**src/rtl/elevator_call_panel.sv**
```systemverilog
`default_nettype none
// ============================================================================
// Module   : elevator_call_panel
// Purpose  : Captures floor-button presses as pending calls and offers them
//            round-robin to the car over valid/ack; registers hold/lock.
//            Optional input debounce: define CALL_PANEL_DEBOUNCE_EN.
// Revision : 1.0 - initial release
// ============================================================================
module elevator_call_panel #(
  parameter int NUM_FLOORS      = 4,
  parameter int FLOOR_W         = 2,
  parameter int DEBOUNCE_CYCLES = 4,
  parameter int CNT_W           = 3
) (
  input  logic                  clk,
  input  logic                  reset,
  input  logic [NUM_FLOORS-1:0] btn_i,
  input  logic                  hold_btn_i,
  input  logic                  key_lock_i,
  input  logic                  call_ack_i,
  output logic                  call_valid_o,
  output logic [FLOOR_W-1:0]    call_floor_o,
  output logic [NUM_FLOORS-1:0] call_lamp_o,
  output logic                  hold_o,
  output logic                  lock_o
);

  typedef enum logic [1:0] {
    IDLE   = 2'd0,
    OFFER  = 2'd1,
    LOCKED = 2'd2
  } state_t;

  localparam logic [FLOOR_W-1:0]    c_last_floor = FLOOR_W'(NUM_FLOORS - 1);
  localparam logic [NUM_FLOORS-1:0] c_one        = NUM_FLOORS'(1);

  if (NUM_FLOORS < 2 || NUM_FLOORS > 16 || (1 << FLOOR_W) < NUM_FLOORS ||
      DEBOUNCE_CYCLES < 1 || DEBOUNCE_CYCLES > ((1 << CNT_W) - 1)) begin : g_param_check
    $error("elevator_call_panel: illegal parameter combination");
  end

  // Bit NUM_FLOORS carries the hold button alongside the floor buttons.
  logic [NUM_FLOORS:0] raw_w;
  logic [NUM_FLOORS:0] filt_w;

  assign raw_w = {hold_btn_i, btn_i};

`ifdef CALL_PANEL_DEBOUNCE_EN
  for (genvar i = 0; i <= NUM_FLOORS; i++) begin : g_debounce
    logic [CNT_W-1:0] cnt_q, cnt_d;
    logic             lvl_q, lvl_d;

    always_comb begin
      cnt_d = '0;
      lvl_d = lvl_q;
      if (raw_w[i] != lvl_q) begin
        if (cnt_q == CNT_W'(DEBOUNCE_CYCLES - 1)) begin
          lvl_d = raw_w[i];
        end else begin
          cnt_d = cnt_q + 1'b1;
        end
      end
    end

    always_ff @(posedge clk or posedge reset) begin
      if (reset) begin
        cnt_q <= '0;
        lvl_q <= 1'b0;
      end else begin
        cnt_q <= cnt_d;
        lvl_q <= lvl_d;
      end
    end

    assign filt_w[i] = lvl_q;
  end
`else
  assign filt_w = raw_w;
`endif

  // First requesting floor at or above ptr, wrapping past the top floor.
  function automatic logic [FLOOR_W-1:0] rr_pick(input logic [NUM_FLOORS-1:0] req,
                                                 input logic [FLOOR_W-1:0]    ptr);
    logic [FLOOR_W-1:0] sel;
    int                 idx;
    sel = '0;
    for (int k = NUM_FLOORS - 1; k >= 0; k--) begin
      idx = int'(ptr) + k;
      if (idx >= NUM_FLOORS) idx = idx - NUM_FLOORS;
      if (req[idx]) sel = idx[FLOOR_W-1:0];
    end
    return sel;
  endfunction

  state_t                  state_q, state_d;
  logic                    call_valid_q, call_valid_d;
  logic [FLOOR_W-1:0]      call_floor_q, call_floor_d;
  logic [NUM_FLOORS-1:0]   pending_q, pending_d;
  logic [FLOOR_W-1:0]      rr_ptr_q, rr_ptr_d;
  logic [NUM_FLOORS-1:0]   btn_q;
  logic                    hold_q, hold_d;
  logic                    lock_q;
  logic [NUM_FLOORS-1:0]   rise_w;

  assign rise_w = filt_w[NUM_FLOORS-1:0] & ~btn_q;
  assign hold_d = filt_w[NUM_FLOORS] & ~key_lock_i;

  always_comb begin
    state_d      = state_q;
    call_valid_d = call_valid_q;
    call_floor_d = call_floor_q;
    pending_d    = pending_q;
    rr_ptr_d     = rr_ptr_q;

    case (state_q)
      IDLE: begin
        if (key_lock_i) begin
          state_d = LOCKED;
        end else if (|pending_q) begin
          call_floor_d = rr_pick(pending_q, rr_ptr_q);
          call_valid_d = 1'b1;
          state_d      = OFFER;
        end
      end
      OFFER: begin
        // Lock withdraws the offer even if the car acks on the same edge.
        if (key_lock_i) begin
          call_valid_d = 1'b0;
          state_d      = LOCKED;
        end else if (call_ack_i) begin
          pending_d    = pending_q & ~(c_one << call_floor_q);
          rr_ptr_d     = (call_floor_q == c_last_floor) ? '0 : call_floor_q + 1'b1;
          call_valid_d = 1'b0;
          state_d      = IDLE;
        end
      end
      LOCKED: begin
        if (!key_lock_i) state_d = IDLE;
      end
      default: begin
        call_valid_d = 1'b0;
        state_d      = IDLE;
      end
    endcase

    // A new press beats a same-edge clear, so that floor is served again.
    pending_d = pending_d | rise_w;
    if (state_q == LOCKED || state_d == LOCKED) pending_d = '0;
  end

  always_ff @(posedge clk or posedge reset) begin
    if (reset) begin
      state_q      <= IDLE;
      call_valid_q <= 1'b0;
      call_floor_q <= '0;
      pending_q    <= '0;
      rr_ptr_q     <= '0;
      btn_q        <= '0;
      hold_q       <= 1'b0;
      lock_q       <= 1'b0;
    end else begin
      state_q      <= state_d;
      call_valid_q <= call_valid_d;
      call_floor_q <= call_floor_d;
      pending_q    <= pending_d;
      rr_ptr_q     <= rr_ptr_d;
      btn_q        <= filt_w[NUM_FLOORS-1:0];
      hold_q       <= hold_d;
      lock_q       <= key_lock_i;
    end
  end

  assign call_valid_o = call_valid_q;
  assign call_floor_o = call_floor_q;
  assign call_lamp_o  = pending_q;
  assign hold_o       = hold_q;
  assign lock_o       = lock_q;

endmodule
`default_nettype wire
```
**config.mk**
```make
export PLATFORM = sky130hd
export DESIGN_NAME = elevator_call_panel
export DESIGN_NICKNAME = d
export VERILOG_FILES = /design/src/rtl/elevator_call_panel.sv
export SDC_FILE = /design/constraint.sdc
export NUM_CORES = 1
export LEC_CHECK = 0
export BUFFER_PORTS_ARGS = -buffer_cell sky130_fd_sc_hd__buf_4
export CELL_PAD_IN_SITES_DETAIL_PLACEMENT = 0
export CELL_PAD_IN_SITES_GLOBAL_PLACEMENT = 2
export CORE_AREA = 4 4 55 57
export DETAILED_ROUTE_END_ITERATION = 12
export DIE_AREA = 0 0 59 61
export PLACE_DENSITY_LB_ADDON = 0.1
export SLEW_MARGIN = 20
export SYNTH_ARGS = -nofsm -noshare
export SYNTH_HDL_FRONTEND = slang
export SYNTH_SLANG_ARGS = --single-unit
```
**constraint.sdc**
```tcl
create_clock -name clk -period 1.6 [get_ports clk]
set_input_delay 0.16 -clock clk [delete_from_list [all_inputs] [get_ports clk]]
set_output_delay 0.16 -clock clk [all_outputs]
set_load 0.05 [all_outputs]
```
## Word-level counts from Yosys, hierarchy flattened

Cells that the tools add are included.
Widths: inputs -> output; s select.

- Reductions and logical operators: 6
- $lt $le $gt $ge: 8
- Bitwise logic cells: 8
- Shift-type cells: 1
- Eq/ne operators: 7
- Muxes and demuxes: 48
- $add $sub $neg: 8

Operators with widths:

| kind | number |
|---|---|
| $mux 32 | 16 |
| $lt 32x4->1 const B | 4 |
| $mux 2 | 10 |
| $mux 4 | 4 |
| $mux 1 | 12 |
| $sub 3x3->4 const B | 3 |
| $ge 3x3->1 const B | 3 |
| $and 4x4->4 | 2 |
| $bmux 1 s2 | 4 |
| $not 4->4 | 2 |
| $add 2x2->3 const B | 2 |
| $eq 2x2->1 const B | 3 |
| $pmux 2 s3 | 1 |
| $reduce_and 3->1 | 2 |
| $ne 2x2->1 const B | 2 |
| $or 4x4->4 | 1 |
| $reduce_and 4->1 | 1 |
| $reduce_or 4->1 | 1 |
| $shl 1x2->4 const A | 1 |
| $sub 2x3->4 const B | 1 |
| $add 2x1->3 const B | 1 |
| $ge 2x3->1 const B | 1 |
| $ne 3x3->1 const B | 1 |
| $pmux 1 s3 | 1 |
| other kinds (6) | 7 |

- Bits in registers: 17
- Bits of input ports: 9

## Longest topological paths before layout

- Depth in word-level cells: 13
- Gate-level depth with buffers: 5
- Gate-level depth less buffers: 5

## Least setup slack after synthesis

No wires, ideal clock.

- Path type: flip-flop to flip-flop
- Start: register pending_q[0] (netlist: call_lamp_o[0])
- End: register call_floor_q[0] (netlist: call_floor_o[0])
- Path slack: -0.069 ns
- Stages on the path, launching flop included: 5
- Data arrival time: 1.548 ns
- Setup time: 0.122 ns
- Buffers on the path: 0
- Period minus slack after synthesis: 1.669 ns
- Data required time: 1.478 ns
- Path through: dfrtp_1 > or4_4 > nand2_2 > nor2_1 > a32o_1

- Word-level cells in the longest chain between the ends: 7
- Elaborated cells on any way between the ends: 18

RTL lines:

| what | RTL line | source |
|---|---|---|
| from (decl) | 98 | `logic [NUM_FLOORS-1:0] pending_q, pending_d;` |
| from (signal assigned) | 165 | `pending_q <= pending_d;` |
| $bmux 1 s2 | 90 | `if (req[idx]) sel = idx[FLOOR_W-1:0];` |
| $mux 1 (implied by the code) (2 in a row) | 90 |  |
| $mux 2 (4 in a row) | 90 |  |
| to (signal assigned) | 164 | `call_floor_q <= call_floor_d;` |
| to (decl) | 97 | `logic [FLOOR_W-1:0] call_floor_q, call_floor_d;` |

Several ways; a longest one is shown, not always the timed one. The select of a mux whose other input is x is not followed.
A chain may end at the register's enable or synchronous reset.

## Worst setup path after layout

Same ends and word-level chain as after synthesis.

==> results.py <==
metrics = {
    "yosys": {
        "synth_cells": 71,
        "synth_nets": 84,
        "ys_ff_latch": 17,
        "synth_area_leaders": "dfrtp_1 (56%), ha_1 (6.6%), a21oi_1 (5.9%)",
        "synth_largest_area_cell": "dfrtp_1",
        "synthFlopType": "dfrtp_1",
        "async_flop_share": 1.00,
        "synth.most_common_cell": "dfrtp_1",
        "yosysUniqueCellTypes": 19,
        "avgSynthCellArea_um2": 10.7,
        "synth_top_area_frac": 0.560,
        "synth_edf_count": 0,
        "yosys-top-cells-count": "dfrtp_1 (17), a21oi_1 (9), nor2_1 (8)",
        "ys_warn_count": 0,
        "ys_seq_area_frac": 0.560,
        "synth_area_um2": 759,
    },
    "critical_path": {
        "worst-setup-path-type": "register to register",
        "crit_buf_inv": 0,
        "crit_family": "simple AND/OR/NAND/NOR gates",
        "r2r_cells": 4,
        "max_stage_delay_ns": 0.56,
        "reg2reg_from": "call_lamp_o[0]",
        "cp_slowest_cell": "or4_4",
        "cp-start-kind": "register",
        "crit_chain": "or4_4 -> nand2_2 -> nor2_1 -> a32o_1",
        "cp.arrival_ns": 1.68,
        "required_ns": 1.78,
        "endpoint_kind": "register",
        "r2r_slack_ns": 0.11,
        "r2r_end": "call_floor_o[0]",
        "critPathMaxFanout": 5,
    },
    "global_route": {
        "grt_usage": 0.111,
        "grt_pass1_wl_mm": 2.88,
        "antenna_found_initial": 0,
        "grt.overflow.total": 0,
        "grt_start_max_net_pins": 10,
        "grt_pass1_vias": 608,
    },
    "timing": {
        "timing.final.max_slew_violations": 0,
        "rsz0062_at_grt": "false",
        "period_needed_ns": 1.49,
        "setup_tns_ns": 0,
        "max_slew_margin": 0.723,
        "clock_skew_ns": 0.00277,
        "fmax_ghz": 0.669,
        "setup_viol_count_final": 0,
        "worst_pin_slew_ns": 0.405,
        "hold_viol": 0,
        "fin_crit_sh": 0.934,
    },
    "clock_tree": {
        "clkTransAtPathRegs_ns": 0.10,
        "clockBufferDepth": 2,
        "clk_latency_ns": 0.28,
        "clock-sinks": 17,
        "cts_setup_buffers": 0,
        "cts_tree": "built",
        "cts_buffers": 3,
        "h-tree-depth": 1,
        "post_cts_resized": 0,
        "cts_hold_buf": 5,
        "clock-root-buffer": "clkbuf_4",
    },
    "floorplanning": {
        "rows": 18,
        "die_area_mm2": 0.00360,
        "die_w_um": 59,
        "fp.dieH_um": 61,
        "io_pins": 18,
        "core_region_area_mm2": 0.00248,
        "floorplan.initialDensity": 0.307,
    },
    "outcome": {
        "outcome": "completed",
    },
    "route": {
        "totalWireLength_mm": 1.60,
        "avgRoutedWirePerCell_um": 12.4,
        "drcViolationCount": 0,
        "ant_nets": 0,
        "vias": 593,
        "viasPerCell": 4.60,
        "drtPass1Iterations": 4,
        "drtIter0Drc": 10,
    },
    "min_path": {
        "whs_path_depth": 1,
        "min_from": "key_lock_i",
        "min_to": "lock_o",
        "hp-class": "primary input to register",
    },
    "power_and_ir_drop": {
        "power.leakage_nw": 0.467,
        "power_mw": 1.20,
        "power_density_mw_per_mm2": 1180,
        "peakVddDrop_mv": 0.625,
    },
    "placed_design": {
        "dpl.hpwl_mm": 1.21,
        "io_buffers": 17,
        "place_congestion": 0.691,
    },
    "cells_and_area": {
        "antenna_cells": 0,
        "fin_nets": 113,
        "syn2layout_area_growth_pct": 34.3,
        "final_util": 0.412,
        "layout-drive-gt1-share": 0.303,
        "fill_cells": 258,
    },
    "job": {
        "maxCapViolations": 0,
    },
}
-- where the power goes --
part	switching [mW]	internal [mW]	leakage, nW
sequential	0.0771	0.497	0.208
combinational	0.245	0.159	0.243
clock	0.130	0.0967	0.0150
-- per-stage QoR --
| step | setup slack [ns] | cells | cell area [µm²] | hold WS [ns] |
|---|---|---|---|---|
| finish | 0.105 | 129 | 1020 | 0.0291 |
| global route | 0.0474 | 129 | 1020 | 0.00831 |
| CTS | 0.0980 | 129 | 1020 | 0.0119 |
| detailed placement | 0.118 | 120 | 943 | 0.153 |
| global placement | 0.138 | 120 | 943 | 0.151 |
| floorplan | 0.0299 | 71 | 763 | 0.0859 |
-- cells by family (layout without fill, tap and decap cells) --
family	count (synthesis)	after routing	synth area share
compound gates	14	14	0.104
fa+ha+maj	4	4	0.0659
buf+inv	4	32	0.0198
flops	17	17	0.560
mux	3	3	0.0428
simple gates	29	29	0.208
-- metal layers --
layer  wire [µm]  part of all wire  global-route usage
met5           0                 0                   0
met4          19             0.012              0.0680
met3          74             0.046              0.0277
met2         699              0.44               0.147
met1         804              0.50               0.160
-- how the worst max path moves through the flow --
stage	endpoint	from	cells past startpoint	slack (ns)
floorplan	call_floor_o[0]	call_lamp_o[0]	4	0.03
global placement	call_floor_o[0]	call_lamp_o[0]	4	0.14
detailed placement	call_floor_o[0]	call_lamp_o[0]	4	0.12
CTS	call_floor_o[0]	call_lamp_o[0]	4	0.1
global route	call_floor_o[0]	call_lamp_o[0]	4	0.05
finish	call_floor_o[0]	call_lamp_o[0]	4	0.11
-- layout by cell type, fill, tap and decap left out --
cell,instances
nand2_2,1
nand2b_1,3
nand3_1,1
nor3_1,1
mux2_2,2
clkbuf_4,3
clkbuf_1,1
and4bb_2,1
nand2_1,6
nor2_1,8
a2111oi_0,1
a21oi_1,9
dfrtp_1,14
ha_1,4
or4_4,1
inv_1,4
nor2b_1,5
mux2i_1,1
buf_4,19
o21ai_0,3
dlygate4sd3_1,5
nand3b_1,2
dfrtp_2,3
a32o_1,1
-- registers in the layout, indices dropped and copies added, names as in the netlist --
signal        cells
btn_q             4
call_floor_o      2
call_lamp_o       4
call_valid_o      1
hold_o            1
lock_o            1
rr_ptr_q          2
state_q           2
-- area by class of cell --
| type | instances | area, µm² | share of cell area |
|---|---|---|---|
| clock buffers | 4 | 26.3 | 0.0258 |
| inverters | 4 | 15.0 | 0.0147 |
| multi-input cells | 50 | 319 | 0.313 |
| flip-flops and latches | 17 | 429 | 0.421 |
| well taps | 30 | 37.5 | 0.0368 |
| repair buffers | 24 | 193 | 0.189 |
(Power assumes the default switching activity.)
